--- src/rtl/rtc_pkg.sv ---
// rtc_pkg: shared constants and types for the V3023 RTC read sequencer.
// Holds bus timing defaults, register addresses, the sequencer state encoding,
// the bus phase kinds and the index-to-address map.
// Optional feature macro: RTC_RD_TIMER_EN (adds timer registers 0x41-0x43).
package rtc_pkg;

  localparam int unsigned BYTE_W = 8;
  localparam int unsigned IDX_W  = 4;

  // Bus timing in clock cycles.
  localparam int unsigned T_SU  = 2;
  localparam int unsigned T_PW  = 8;
  localparam int unsigned T_HD  = 2;
  localparam int unsigned T_GAP = 4;

  localparam int unsigned PH_LEN = T_SU + T_PW + T_HD;
  localparam int unsigned PH_MAX = (PH_LEN > T_GAP) ? PH_LEN : T_GAP;
  localparam int unsigned PH_W   = (PH_MAX > 1) ? $clog2(PH_MAX) : 1;

`ifdef RTC_RD_TIMER_EN
  localparam int unsigned N_REGS = 9;
`else
  localparam int unsigned N_REGS = 6;
`endif

  // RTC register addresses.
  localparam logic [BYTE_W-1:0] ADDR_CMD      = 8'hF0;
  localparam logic [BYTE_W-1:0] ADDR_SEG      = 8'h21;
  localparam logic [BYTE_W-1:0] ADDR_MIN      = 8'h22;
  localparam logic [BYTE_W-1:0] ADDR_HORA     = 8'h23;
  localparam logic [BYTE_W-1:0] ADDR_DIA      = 8'h24;
  localparam logic [BYTE_W-1:0] ADDR_MES      = 8'h25;
  localparam logic [BYTE_W-1:0] ADDR_ANIO     = 8'h26;
  localparam logic [BYTE_W-1:0] ADDR_SEG_TIM  = 8'h41;
  localparam logic [BYTE_W-1:0] ADDR_MIN_TIM  = 8'h42;
  localparam logic [BYTE_W-1:0] ADDR_HORA_TIM = 8'h43;

  typedef enum logic [2:0] {
    ST_IDLE    = 3'd0,
    ST_CMD     = 3'd1,
    ST_ADDR    = 3'd2,
    ST_DATA    = 3'd3,
    ST_PUBLISH = 3'd4
  } seq_state_e;

  typedef enum logic {
    PH_ADDR_WR = 1'b0,
    PH_DATA_RD = 1'b1
  } phase_kind_e;

  // Register address for a shadow-bank index.
  function automatic logic [BYTE_W-1:0] reg_addr(input logic [IDX_W-1:0] idx);
    case (idx)
      IDX_W'(0): return ADDR_SEG;
      IDX_W'(1): return ADDR_MIN;
      IDX_W'(2): return ADDR_HORA;
      IDX_W'(3): return ADDR_DIA;
      IDX_W'(4): return ADDR_MES;
      IDX_W'(5): return ADDR_ANIO;
      IDX_W'(6): return ADDR_SEG_TIM;
      IDX_W'(7): return ADDR_MIN_TIM;
      IDX_W'(8): return ADDR_HORA_TIM;
      default:   return '0;
    endcase
  endfunction

endpackage

--- src/rtl/rtc_bus_phase.sv ---
// rtc_bus_phase: drives one bus phase (address write or data read) followed by
// the inter-phase gap, with setup / strobe / hold / gap timing.
// Ports:
//   clk, reset          clock, asynchronous active-high reset
//   go, kind, addr      start a phase; accepted when idle or in the last gap cycle
//   bus_out, bus_oe     address byte and its drive enable
//   a_d, cs, rd, wr     bus control (cs/rd/wr active-low)
//   sample              high during the last rd-low cycle of a data phase
//   phase_done          high during the last gap cycle
// Optional feature macro: none here (RTC_RD_TIMER_EN lives in the sequencer).
module rtc_bus_phase
  import rtc_pkg::*;
(
  input  logic              clk,
  input  logic              reset,
  input  logic              go,
  input  phase_kind_e       kind,
  input  logic [BYTE_W-1:0] addr,
  output logic [BYTE_W-1:0] bus_out,
  output logic              bus_oe,
  output logic              a_d,
  output logic              cs,
  output logic              rd,
  output logic              wr,
  output logic              sample,
  output logic              phase_done
);

  typedef enum logic [1:0] {
    PS_IDLE = 2'd0,
    PS_ACT  = 2'd1,
    PS_GAP  = 2'd2
  } ph_state_e;

  ph_state_e         st_q, st_d;
  logic [PH_W-1:0]   cnt_q, cnt_d;
  phase_kind_e       kind_q, kind_d;
  logic [BYTE_W-1:0] addr_q, addr_d;

  logic [BYTE_W-1:0] bus_out_q, bus_out_d;
  logic              bus_oe_q, bus_oe_d;
  logic              a_d_q, a_d_d;
  logic              cs_q, cs_d;
  logic              rd_q, rd_d;
  logic              wr_q, wr_d;
  logic              sample_q, sample_d;
  logic              phase_done_q, phase_done_d;
  logic              strobe_win_c;

  // Phase position: active window, then gap; a new go in the last gap cycle
  // chains phases without an idle cycle.
  always_comb begin
    st_d   = st_q;
    cnt_d  = cnt_q;
    kind_d = kind_q;
    addr_d = addr_q;
    unique case (st_q)
      PS_IDLE: begin
        if (go) begin
          st_d   = PS_ACT;
          cnt_d  = '0;
          kind_d = kind;
          addr_d = addr;
        end
      end
      PS_ACT: begin
        if (cnt_q == PH_W'(PH_LEN - 1)) begin
          st_d  = PS_GAP;
          cnt_d = '0;
        end else begin
          cnt_d = cnt_q + PH_W'(1);
        end
      end
      PS_GAP: begin
        if (cnt_q == PH_W'(T_GAP - 1)) begin
          cnt_d = '0;
          if (go) begin
            st_d   = PS_ACT;
            kind_d = kind;
            addr_d = addr;
          end else begin
            st_d = PS_IDLE;
          end
        end else begin
          cnt_d = cnt_q + PH_W'(1);
        end
      end
      default: begin
        st_d  = PS_IDLE;
        cnt_d = '0;
      end
    endcase
  end

  // Pad values decoded from the next position so they register alongside it.
  always_comb begin
    bus_out_d    = '0;
    bus_oe_d     = 1'b0;
    a_d_d        = 1'b1;
    cs_d         = 1'b1;
    rd_d         = 1'b1;
    wr_d         = 1'b1;
    sample_d     = 1'b0;
    phase_done_d = 1'b0;
    strobe_win_c = (cnt_d >= PH_W'(T_SU)) && (cnt_d < PH_W'(T_SU + T_PW));
    if (st_d == PS_ACT) begin
      cs_d = 1'b0;
      if (kind_d == PH_ADDR_WR) begin
        a_d_d     = 1'b0;
        bus_oe_d  = 1'b1;
        bus_out_d = addr_d;
        wr_d      = !strobe_win_c;
      end else begin
        rd_d     = !strobe_win_c;
        sample_d = (cnt_d == PH_W'(T_SU + T_PW - 1));
      end
    end
    if ((st_d == PS_GAP) && (cnt_d == PH_W'(T_GAP - 1))) begin
      phase_done_d = 1'b1;
    end
  end

  always_ff @(posedge clk or posedge reset) begin
    if (reset) begin
      st_q         <= PS_IDLE;
      cnt_q        <= '0;
      kind_q       <= PH_ADDR_WR;
      addr_q       <= '0;
      bus_out_q    <= '0;
      bus_oe_q     <= 1'b0;
      a_d_q        <= 1'b1;
      cs_q         <= 1'b1;
      rd_q         <= 1'b1;
      wr_q         <= 1'b1;
      sample_q     <= 1'b0;
      phase_done_q <= 1'b0;
    end else begin
      st_q         <= st_d;
      cnt_q        <= cnt_d;
      kind_q       <= kind_d;
      addr_q       <= addr_d;
      bus_out_q    <= bus_out_d;
      bus_oe_q     <= bus_oe_d;
      a_d_q        <= a_d_d;
      cs_q         <= cs_d;
      rd_q         <= rd_d;
      wr_q         <= wr_d;
      sample_q     <= sample_d;
      phase_done_q <= phase_done_d;
    end
  end

  assign bus_out    = bus_out_q;
  assign bus_oe     = bus_oe_q;
  assign a_d        = a_d_q;
  assign cs         = cs_q;
  assign rd         = rd_q;
  assign wr         = wr_q;
  assign sample     = sample_q;
  assign phase_done = phase_done_q;

endmodule

--- src/rtl/rtc_read_seq.sv ---
// rtc_read_seq: read-side sequencer for the V3023 RTC. On start it issues the
// 0xF0 transfer command, reads each date/time(/timer) register into a shadow
// bank, then publishes the whole bank to the outputs in one cycle with done.
// Ports:
//   clk, reset                        clock, asynchronous active-high reset
//   start                             burst request, sampled only when idle
//   bus_in                            data from the RTC bus pad
//   bus_out, bus_oe, a_d, cs, rd, wr  RTC bus drive (cs/rd/wr active-low)
//   busy, done                        burst in progress / one-cycle publish pulse
//   seg..anio, seg_tim..hora_tim      published BCD values
// Optional feature macro: RTC_RD_TIMER_EN reads 0x41-0x43 into the timer
// outputs; without it those outputs are tied to 0x00.
module rtc_read_seq
  import rtc_pkg::*;
(
  input  logic              clk,
  input  logic              reset,
  input  logic              start,
  input  logic [BYTE_W-1:0] bus_in,
  output logic [BYTE_W-1:0] bus_out,
  output logic              bus_oe,
  output logic              a_d,
  output logic              cs,
  output logic              rd,
  output logic              wr,
  output logic              busy,
  output logic              done,
  output logic [BYTE_W-1:0] seg,
  output logic [BYTE_W-1:0] min,
  output logic [BYTE_W-1:0] hora,
  output logic [BYTE_W-1:0] dia,
  output logic [BYTE_W-1:0] mes,
  output logic [BYTE_W-1:0] anio,
  output logic [BYTE_W-1:0] seg_tim,
  output logic [BYTE_W-1:0] min_tim,
  output logic [BYTE_W-1:0] hora_tim
);

  seq_state_e                     state_q, state_d;
  logic [IDX_W-1:0]               idx_q, idx_d;
  logic                           busy_q, busy_d;
  logic                           done_q, done_d;
  logic [N_REGS-1:0][BYTE_W-1:0]  shadow_q, shadow_d;
  logic [N_REGS-1:0][BYTE_W-1:0]  out_q, out_d;

  logic                           go_c;
  phase_kind_e                    kind_c;
  logic [BYTE_W-1:0]              addr_c;
  logic                           sample;
  logic                           phase_done;

  rtc_bus_phase u_phase (
    .clk        (clk),
    .reset      (reset),
    .go         (go_c),
    .kind       (kind_c),
    .addr       (addr_c),
    .bus_out    (bus_out),
    .bus_oe     (bus_oe),
    .a_d        (a_d),
    .cs         (cs),
    .rd         (rd),
    .wr         (wr),
    .sample     (sample),
    .phase_done (phase_done)
  );

  // Sequencing: the next phase is requested in the last gap cycle of the
  // current one so the phase engine chains them back to back.
  always_comb begin
    state_d  = state_q;
    idx_d    = idx_q;
    busy_d   = busy_q;
    done_d   = 1'b0;
    shadow_d = shadow_q;
    out_d    = out_q;
    go_c     = 1'b0;
    kind_c   = PH_ADDR_WR;
    addr_c   = ADDR_CMD;

    if (sample) begin
      for (int unsigned i = 0; i < N_REGS; i++) begin
        if (idx_q == IDX_W'(i)) begin
          shadow_d[i] = bus_in;
        end
      end
    end

    unique case (state_q)
      ST_IDLE: begin
        if (start) begin
          go_c    = 1'b1;
          state_d = ST_CMD;
          idx_d   = '0;
          busy_d  = 1'b1;
        end
      end
      ST_CMD: begin
        if (phase_done) begin
          go_c    = 1'b1;
          addr_c  = reg_addr(idx_q);
          state_d = ST_ADDR;
        end
      end
      ST_ADDR: begin
        if (phase_done) begin
          go_c    = 1'b1;
          kind_c  = PH_DATA_RD;
          addr_c  = reg_addr(idx_q);
          state_d = ST_DATA;
        end
      end
      ST_DATA: begin
        if (phase_done) begin
          if (idx_q == IDX_W'(N_REGS - 1)) begin
            state_d = ST_PUBLISH;
            out_d   = shadow_q;
            done_d  = 1'b1;
            busy_d  = 1'b0;
          end else begin
            idx_d   = idx_q + IDX_W'(1);
            go_c    = 1'b1;
            addr_c  = reg_addr(idx_d);
            state_d = ST_ADDR;
          end
        end
      end
      ST_PUBLISH: begin
        state_d = ST_IDLE;
      end
      default: begin
        state_d = ST_IDLE;
        busy_d  = 1'b0;
      end
    endcase
  end

  always_ff @(posedge clk or posedge reset) begin
    if (reset) begin
      state_q  <= ST_IDLE;
      idx_q    <= '0;
      busy_q   <= 1'b0;
      done_q   <= 1'b0;
      shadow_q <= '0;
      out_q    <= '0;
    end else begin
      state_q  <= state_d;
      idx_q    <= idx_d;
      busy_q   <= busy_d;
      done_q   <= done_d;
      shadow_q <= shadow_d;
      out_q    <= out_d;
    end
  end

  assign busy = busy_q;
  assign done = done_q;
  assign seg  = out_q[0];
  assign min  = out_q[1];
  assign hora = out_q[2];
  assign dia  = out_q[3];
  assign mes  = out_q[4];
  assign anio = out_q[5];

`ifdef RTC_RD_TIMER_EN
  assign seg_tim  = out_q[6];
  assign min_tim  = out_q[7];
  assign hora_tim = out_q[8];
`else
  assign seg_tim  = '0;
  assign min_tim  = '0;
  assign hora_tim = '0;
`endif

endmodule

--- config.mk ---
export PLATFORM = sky130hd
export DESIGN_NAME = rtc_read_seq
export DESIGN_NICKNAME = d
export VERILOG_FILES = /design/src/rtl/rtc_pkg.sv /design/src/rtl/rtc_bus_phase.sv /design/src/rtl/rtc_read_seq.sv
export SDC_FILE = /design/constraint.sdc
export NUM_CORES = 1
export LEC_CHECK = 0
export BUFFER_PORTS_ARGS = -buffer_cell sky130_fd_sc_hd__buf_4
export CORE_MARGIN = 5
export CORE_UTILIZATION = 40
export DETAILED_ROUTE_END_ITERATION = 12
export PLACE_DENSITY = 0.66
export RECOVER_POWER = 100
export SETUP_SLACK_MARGIN = 0.02
export SYNTH_ARGS = -nofsm -noshare
export SYNTH_HDL_FRONTEND = slang
export SYNTH_HIERARCHICAL = 1
export SYNTH_SLANG_ARGS = --single-unit
--- constraint.sdc ---
create_clock -name clk -period 7.8 [get_ports clk]
set_input_delay 1.17 -clock clk [delete_from_list [all_inputs] [get_ports clk]]
set_output_delay 1.17 -clock clk [all_outputs]
set_load 0.005 [all_outputs]
==> impl_metrics.json, run 1 <==
{
  "outcome": "finished with violations",
  "violations": "capacitance limit, slew limit",
  "cp.arrival_ns": 4.00,
  "cp.required_ns": 8.08,
  "start_util": 0.406,
  "first_global_vias": 3534,
  "internal_power_w": 0.00137,
  "dieArea_um2": 17200,
  "switching_share": 0.248,
  "antenna_found_initial": 0,
  "synth_edf_count": 0,
  "die_w_um": 131,
  "multiInputGateArea_um2": 2150,
  "port_buffers": 73,
  "post_cts_buffers": 0,
  "hpwl_um": 7870,
  "timing.final.ws_setup_ns": 4.07,
  "path_class": "register to register",
  "vias": 3458,
  "setup-tns-final_ns": 0,
  "switchingPower_w": 0.000452,
  "grt-ovfl-total": 0,
  "cp-start-kind": "register",
  "drt_first_pass_iters": 4,
  "rsz0062_at_grt": "false",
  "synth.distinct_cells": 61,
  "utilization": 0.477,
  "n_fill_cell": 1294,
  "cts_made_buffers": 17,
  "holdBufCountCts": 0,
  "place_congestion": 0.823,
  "drtIter0Drc": 285,
  "core_area_um2": 14400,
  "worst_pin_slew_ns": 2.78,
  "cp-end-kind": "register",
  "drt_wl_total_um": 11400,
  "seqPwrFrac": 0.443,
  "synthCells": 424,
  "p_comb_frac": 0.124,
  "clkPwrFrac": 0.433,
  "grt_pass1_wl_um": 18500,
  "min_path_cells": 1,
  "max_stage_delay_ns": 1.97,
  "synth_warnings": 6,
  "ir_worst_vdd_mv": 0.165,
  "power_density_nw_per_um2": 265,
  "wire_per_inst_um": 16.4,
  "drive_gt1_frac": 0.356,
  "worstHoldStart": "u_phase/addr_q[3]",
  "yosys_register_bits": 135,
  "syn_avg_cell_area_um2": 13.8,
  "slew_violations": 86,
  "clock_latency_ns": 0.41,
  "htree_levels": 4,
  "reg2reg_depth": 6,
  "clock_skew_ns": 0.00837,
  "netlist.area_leader.share": 0.560,
  "cap_violations": 2,
  "vias_per_cell": 4.98,
  "cts_buffer_depth": 2,
  "cts_resized": 0,
  "min_to": "u_phase/addr_q[3]",
  "drc": 0,
  "rows": 44,
  "area_delta_synth_final_pct": 17.5,
  "p_leak_nw": 3.40,
  "synthArstFlopShare": 1.00,
  "fmax_mhz": 268,
  "slew-limit-headroom": -0.851,
  "post-route-period-util": 0.478,
  "ys_seq_area_frac": 0.578,
  "final_nets": 515,
  "tritoncts": "yes",
  "synth_top_cell_by_area": "dfrtp_1",
  "hold_class": "register to register",
  "synth.most_common_cell": "dfrtp_1",
  "cts.sinks": 135,
  "period_minus_slack_ns": 3.73,
  "antenna_left": 0,
  "gr-usage-all-layers": 0.141,
  "synthTopCellsByCount": "dfrtp_1 (131), mux2_2 (96), buf_4 (29), and3_1 (13), inv_1 (12)",
  "r2r_start": "idx_q[1]",
  "hold_viol": 0,
  "clockRootBuffer": "clkbuf_16",
  "die_height_um": 131,
  "setup_viol": 0,
  "num_antenna_cells": 0,
  "r2r_setup_slack_ns": 4.07,
  "syn-cell-area_um2": 5860,
  "ys_top_cells_by_area": "dfrtp_1 (56%), mux2_2 (18%), buf_4 (3.7%)",
  "worstSetupStartpoint": "idx_q[1]",
  "seqCellArea_um2": 3380,
  "cp_max_fo": 49,
  "io_pins": 98,
  "grt_max_degree": 72,
  "synthFlopType": "dfrtp_1",
  "dp_slack_ns": 4.52,
  "clkTransAtPathRegs_ns": 0.05,
  "fin_hold_ws_ns": 0.479,
  "critical-path-slowest-cell": "clkbuf_1",
  "reg2reg_to": "hora[1]",
  "crit_chain": "inv_1 -> ha_1 -> nand3b_2 -> nor2_4 -> clkbuf_1 -> mux2_2"
}
[worst max-delay path by stage]
stage,endpoint,slack (ns),cells after the start
final,hora[1],4.07,6
after global routing,hora[1],3.78,6
after CTS,u_phase/wr,4.54,12
after detailed placement,u_phase/wr,4.52,12
after global placement,u_phase/wr,4.68,12
after floorplan,anio[0],3.87,1
[worst max-delay path: cells and delay by family (launching register included)]
kind,cells,cell delay [ns]
adder cells (fa/ha/maj),1,0.21
buffers and inverters,2,2.13
flip-flops,1,0.49
multiplexers,1,0.48
AND/OR/NAND/NOR,2,0.29
[power by group through the flow]
stage | Sequential, W | Combinational, W | Clock, W
6_report | 0.000808 | 0.000226 | 0.000788
4_1_cts | 0.000808 | 0.000240 | 0.000808
3_5_place_dp | 0.000818 | 0.000239 | 0
5_1_grt | 0.000815 | 0.000259 | 0.000843
3_3_place_gp | 0.000817 | 0.000234 | 0
2_1_floorplan | 0.000801 | 0.000192 | 0
[final cells by class]
type	instances	area share
clock buffer	24	0.0671
clock inverter	8	0.0182
inverter	12	0.00673
multi-input combinational	257	0.312
sequential	135	0.492
tap	184	0.0335
timing repair buffer	75	0.0709
[flip-flops by register name, indices dropped and copies added (netlist names), 2 cells and up]
register / flops
shadow_q: 48
anio: 8
dia: 8
hora: 8
mes: 8
min: 8
seg: 8
u_phase/addr_q: 8
u_phase/bus_out: 8
idx_q: 4
u_phase/cnt_q: 4
state_q: 3
u_phase/st_q: 2
[cell families (layout without fill, tap and decap cells)]
family | count (synthesis) | count (layout) | synth area share
fa+ha+maj | 6 | 6 | 0.0128
buf+inv | 56 | 119 | 0.0607
simple gates | 70 | 70 | 0.0746
mux | 106 | 106 | 0.209
compound gates | 45 | 45 | 0.0568
flops | 135 | 135 | 0.578
xor+xnor | 5 | 5 | 0.00748
other cells | 1 | 25 | 0.000640
[through the flow]
stage,total power [W],cell area (µm²),instances
2_1_floorplan,0.000993,5950,448
3_3_place_gp,0.00105,6430,663
3_5_place_dp,0.00106,6430,663
4_1_cts,0.00186,7020,695
5_1_grt,0.00192,6880,695
6_report,0.00182,6880,695
[routing by layer]
| layer | wire, µm | vias to the layer above | part of all wire | track usage |
|---|---|---|---|---|
| met5 | 0 | - | 0 | 0 |
| met4 | 99 | 0 | 0.0087 | 0.0436 |
| met3 | 672 | 7 | 0.059 | 0.0504 |
| met2 | 5550 | 73 | 0.49 | 0.220 |
| met1 | 5110 | 1781 | 0.45 | 0.183 |
| li1 | - | 1597 | - | - |
[cell usage in the layout, fill, tap and decap left out, drive strengths merged, types with 2 or more instances in the layout]
master      n
and2b       2
dfstp       4
inv        11
nor3b       2
a21oi      11
o21ai       7
o31ai       2
conb       25
nor2       11
clkinv      4
xnor2       2
mux2      105
nor2b       4
nor3        2
nand3       8
nand2      11
dfrtp     131
xor2        3
ha          6
clkbuf     89
nand3b      2
buf        10
and3       14
a211oi      6
clkinvlp    2
a211o       2
bufinv      3
a22o        4
nand2b      6
No activity file was read; power rests on OpenSTA's default activity.
==> inputs of run 2 (changes only) <==
- ABC_AREA: default -> 1
- PLACE_DENSITY: 0.66 -> 0.68
- clock period: 7.8 -> 3.4 ns (I/O delays scaled with it)
==> impl_metrics.json, run 2 <==
{
  "die_w_um": 130,
  "port_buffers": 73,
  "grt_pass1_wl_um": 20200,
  "tritoncts": "yes",
  "p_leak_nw": 3.82,
  "clockRootBuffer": "clkbuf_16",
  "clock_latency_ns": 0.42,
  "r2r_start": "idx_q[1]",
  "synth_top_cell_by_area": "dfrtp_1",
  "synth_warnings": 6,
  "cp-end-kind": "register",
  "htree_levels": 4,
  "violations": "capacitance limit, slew limit",
  "cap_violations": 1,
  "path_class": "register to register",
  "utilization": 0.482,
  "drt_first_pass_iters": 5,
  "cts_resized": 0,
  "holdBufCountCts": 0,
  "hold_viol": 0,
  "period_minus_slack_ns": 2.64,
  "synth_compound_area_frac": 0.0674,
  "reg2reg_to": "u_phase/bus_out[2]",
  "rsz0062_at_grt": "false",
  "die_height_um": 130,
  "slew-limit-headroom": -0.535,
  "ir_worst_vdd_mv": 0.328,
  "fin_hold_ws_ns": 0.395,
  "synth-simple-area-share": 0.247,
  "place_congestion": 0.841,
  "area_delta_synth_final_pct": 19.6,
  "drt_wl_total_um": 12400,
  "antenna_found_initial": 0,
  "setup-tns-final_ns": 0,
  "rows": 44,
  "num_antenna_cells": 0,
  "reg2reg_depth": 16,
  "cp-start-kind": "register",
  "syn-cell-area_um2": 5790,
  "cts.sinks": 135,
  "synth_top_family_by_area": "simple AND/OR/NAND/NOR gates",
  "largest_reg_flops": 48,
  "final_cell_mix": "nand2_1 (267), dfrtp_1 (131), o21ai_0 (67)",
  "syn_avg_cell_area_um2": 8.76,
  "vias": 4243,
  "yosys_register_bits": 135,
  "slew_violations": 63,
  "ys_seq_area_frac": 0.584,
  "synth_edf_count": 0,
  "synth.most_common_cell": "nand2_1",
  "post_cts_buffers": 0,
  "max_stage_delay_ns": 0.49,
  "synthArstFlopShare": 1.00,
  "synthXorXnorAreaFrac": 0,
  "regMostFlops": "shadow_q",
  "setup_viol": 0,
  "n_fill_cell": 1416,
  "drive_gt1_frac": 0.151,
  "clkTransAtPathRegs_ns": 0.06,
  "synthTopCellsByCount": "nand2_1 (265), dfrtp_1 (131), o21ai_0 (67), inv_1 (51), nor2_1 (30)",
  "post-route-period-util": 0.777,
  "hold_class": "input pin to async pin",
  "vias_per_cell": 4.54,
  "clock_skew_ns": 0.00833,
  "grt_max_degree": 63,
  "cts_buffer_depth": 2,
  "final_nets": 755,
  "final_common_cell": "nand2_1",
  "outcome": "finished with violations",
  "r2r_setup_slack_ns": 0.76,
  "seqCellArea_um2": 3380,
  "antenna_left": 0,
  "synthFlopType": "dfrtp_1",
  "worst_pin_slew_ns": 2.30,
  "cp.required_ns": 3.69,
  "first_global_vias": 3997,
  "start_util": 0.403,
  "netlist.area_leader.share": 0.566,
  "gr-usage-all-layers": 0.152,
  "worstSetupEndpoint": "u_phase/bus_out[2]",
  "drtIter0Drc": 324,
  "multiInputGateArea_um2": 1960,
  "synthCells": 661,
  "drc": 0,
  "fmax_mhz": 379,
  "critical-path-slowest-cell": "dfrtp_1",
  "muxShareOfSynthArea": 0,
  "cp_max_fo": 18,
  "hpwl_um": 8290,
  "power_density_nw_per_um2": 513,
  "synth.distinct_cells": 30,
  "worstSetupStartpoint": "idx_q[1]",
  "cp.arrival_ns": 2.94,
  "io_pins": 98,
  "wire_per_inst_um": 13.2,
  "synthAdderAreaFrac": 0.0130,
  "core_area_um2": 14400,
  "dieArea_um2": 17000,
  "crit_chain": "inv_1 -> ha_1 -> nand3_1 -> nand3_1 -> nand2_1 -> inv_1 -> nand2_1 -> inv_1 -> nor2_1 -> nand2_1 -> nand2_2 -> nand2_1 -> inv_1 -> nor2_8 -> inv_4 -> nor2_1",
  "ys_top_cells_by_area": "dfrtp_1 (57%), nand2_1 (17%), o21ai_0 (5.8%)",
  "grt-ovfl-total": 0,
  "cts_made_buffers": 17
}
-- run 2: cells by family after synthesis --
group                      count (synthesis)
and+or+nand+nor                          344
DFF                                      135
buffers and inverters                    100
AOI/OAI and AO/OA                         75
adders and majority gates                  6
other                                      1
-- run 2: cell type report --
type	count	area share
inverters	58	0.0318
flip-flops and latches	135	0.488
repair buffers	76	0.0755
clock inverters	10	0.0206
multi-input cells	450	0.283
clock buffers	21	0.0679
well taps	184	0.0332
-- run 2: report_power, final --
| group | internal (W) | switching [W] |
|---|---|---|
| clock | 0.00121 | 0.000669 |
| combinational | 0.00000965 | 0.0000517 |
| sequential | 0.00161 | 0.000000135 |
| total | 0.00283 | 0.000721 |
-- run 2: layer usage --
metal  track usage  vias to the layer above  wire (µm)
li1              -                     2156          -
met1         0.210                     1972       5850
met2         0.228                       98       5600
met3        0.0442                       17        677
met4        0.0605                        0        247
met5             0                        -          0
-- run 2: critical path: cells and delay by family (launching register included) --
kind / cells / cell delay [ns]
AND/OR/NAND/NOR: 10 / 1.29
buffers and inverters: 5 / 0.52
flip-flops: 1 / 0.49
adder cells (fa/ha/maj): 1 / 0.21
-- run 2: metrics by stage --
stage / area, µm² / cells / power (W) / worst slack, ns
after floorplan: 5880 / 685 / 0.00169 / 0.129
after global placement: 6400 / 903 / 0.00170 / 1.18
after detailed placement: 6400 / 903 / 0.00170 / 1.07
after CTS: 7010 / 934 / 0.00359 / 1.04
after global routing: 6930 / 934 / 0.00367 / 0.483
final: 6930 / 934 / 0.00355 / 0.758
-- run 2: worst min path at each step --
| stage | from | to | slack [ns] | cells after the start |
|---|---|---|---|---|
| after floorplan | shadow_q[40] | anio[0] | 0.44 | 2 |
| after global placement | shadow_q[15] | min[7] | 0.45 | 2 |
| after detailed placement | shadow_q[15] | min[7] | 0.45 | 2 |
| after CTS | reset | state_q[1] | 0.26 | 2 |
| after global routing | start | busy | 0.43 | 3 |
| final | reset | u_phase/sample | 0.40 | 2 |
==> inputs of run 3 (changes only) <==
- ABC_AREA: 1 -> 0
- PLACE_DENSITY: 0.68 -> 0.66
- clock period: 3.4 -> 2.53 ns (I/O delays scaled with it)
==> impl_metrics.json, run 3 (synthesized netlist as in run 1, its figures left out) <==
{
  "r2r_setup_slack_ns": 0.11,
  "n_fill_cell": 1274,
  "drtIter0Drc": 284,
  "worst_pin_slew_ns": 1.51,
  "regMostFlops": "shadow_q",
  "gr-usage-all-layers": 0.147,
  "largest_reg_flops": 48,
  "cp-end-kind": "register",
  "switchingPower_w": 0.00148,
  "worstSetupEndpoint": "u_phase/bus_out[0]",
  "multiInputGateArea_um2": 2200,
  "drc": 0,
  "cts_made_buffers": 17,
  "violations": "capacitance limit, slew limit",
  "cts.sinks": 135,
  "hpwl_um": 8310,
  "drive_gt1_frac": 0.418,
  "io_pins": 98,
  "start_util": 0.406,
  "hold_class": "input pin to register",
  "cap_violations": 1,
  "htree_levels": 4,
  "final_nets": 530,
  "final_common_cell": "dfrtp_1",
  "p_comb_frac": 0.149,
  "dieArea_um2": 17200,
  "clock_skew_ns": 0.00771,
  "vias_per_cell": 5.11,
  "r2r_start": "idx_q[1]",
  "cp-start-kind": "register",
  "grt_max_degree": 61,
  "setup-tns-final_ns": 0,
  "clkTransAtPathRegs_ns": 0.06,
  "internal_power_w": 0.00400,
  "clockRootBuffer": "clkbuf_16",
  "path_class": "register to register",
  "antenna_found_initial": 0,
  "die_w_um": 131,
  "dp.cells": 674,
  "post-route-period-util": 0.956,
  "grt-ovfl-total": 0,
  "hold_viol": 0,
  "wire_per_inst_um": 16.8,
  "seqCellArea_um2": 3380,
  "drt_first_pass_iters": 4,
  "grt_pass1_wl_um": 19300,
  "seqPwrFrac": 0.448,
  "tritoncts": "yes",
  "rows": 44,
  "vias": 3627,
  "clkPwrFrac": 0.402,
  "final_cell_mix": "dfrtp_1 (131), mux2_2 (92), clkbuf_4 (58)",
  "cp.required_ns": 2.83,
  "postPlaceCellArea_um2": 6590,
  "worstSetupStartpoint": "idx_q[1]",
  "setup_viol": 0,
  "core_area_um2": 14400,
  "slew_violations": 31,
  "slew-limit-headroom": -0.00733,
  "p_leak_nw": 3.49,
  "port_buffers": 73,
  "dp_slack_ns": 0.0327,
  "fmax_mhz": 414,
  "reg2reg_depth": 11,
  "clock_latency_ns": 0.41,
  "ir_worst_vdd_mv": 0.511,
  "period_minus_slack_ns": 2.42,
  "cp.arrival_ns": 2.72,
  "first_global_vias": 3650,
  "switching_share": 0.270,
  "num_antenna_cells": 0,
  "cts_buffer_depth": 2,
  "rsz0062_at_grt": "false",
  "cp_max_fo": 8,
  "reg2reg_to": "u_phase/bus_out[0]",
  "final_area_um2": 7040,
  "drt_wl_total_um": 11900,
  "timing.final.ws_setup_ns": 0.113,
  "finalNonFillerCells": 710,
  "outcome": "finished with violations",
  "antenna_left": 0,
  "place_congestion": 0.887,
  "power_density_nw_per_um2": 779,
  "die_height_um": 131,
  "area_delta_synth_final_pct": 20.2
}
## run 3: layer usage
| layer | global-route usage | wire length (µm) | up-vias | part of all wire |
|---|---|---|---|---|
| li1 | - | - | 1633 | - |
| met5 | 0 | 0 | - | 0 |
| met1 | 0.197 | 5260 | 1879 | 0.44 |
| met3 | 0.0423 | 655 | 17 | 0.055 |
| met2 | 0.227 | 5800 | 98 | 0.49 |
| met4 | 0.0551 | 199 | 0 | 0.017 |
## run 3: critical path, stage by stage (launching register included)
cell and delay [ns]:
dfrtp_1 0.39, inv_4 0.05, ha_4 0.16, and3b_1 0.17, and2_4 0.17, o21ai_2 0.10, o311a_1 0.22, nand2b_1 0.14
a21oi_4 0.23, buf_12 0.16, mux2_2 0.34, and3_1 0.18
## run 3: worst min-delay path by stage
stage               from                 to  slack [ns]  cells past startpoint
3_5_place_dp       reset       shadow_q[36]        0.44                      2
4_1_cts        bus_in[7]       shadow_q[39]        0.25                      2
3_3_place_gp       reset       shadow_q[36]        0.44                      2
5_1_grt        bus_in[2]        shadow_q[2]        0.25                      2
6_report       bus_in[7]       shadow_q[39]        0.26                      2
2_1_floorplan      reset  u_phase/addr_q[0]        0.47                      1
## run 3: stage by stage
step,power [W],util,hold slack (ns)
finish,0.00548,0.488,0.262
global route,0.00575,0.488,0.254
CTS,0.00556,0.495,0.250
detailed placement,0.00334,0.457,0.443
global placement,0.00330,0.457,0.438
floorplan,0.00308,-,0.466
## run 3: timing repair
item                                    CTS  global route
endpoints found under the setup margin    0            13
resized for setup                         0             3
hold endpoints to repair                  2             0
hold buffers                              1             0
setup buffers                             0             3
## run 3: power groups by stage
stage	logic [W]	clock network [W]	registers, W
2_1_floorplan	0.000606	0	0.00247
3_3_place_gp	0.000817	0	0.00248
3_5_place_dp	0.000847	0	0.00249
4_1_cts	0.000850	0.00225	0.00246
5_1_grt	0.000921	0.00236	0.00247
6_report	0.000818	0.00221	0.00246
## run 3: final cells by class
cell class / count / area share
clock buffers: 21 / 0.0654
repair buffers: 90 / 0.0908
well taps: 184 / 0.0327
flip-flops and latches: 135 / 0.481
multi-input cells: 257 / 0.312
clock inverters: 11 / 0.0110
inverters: 12 / 0.00693
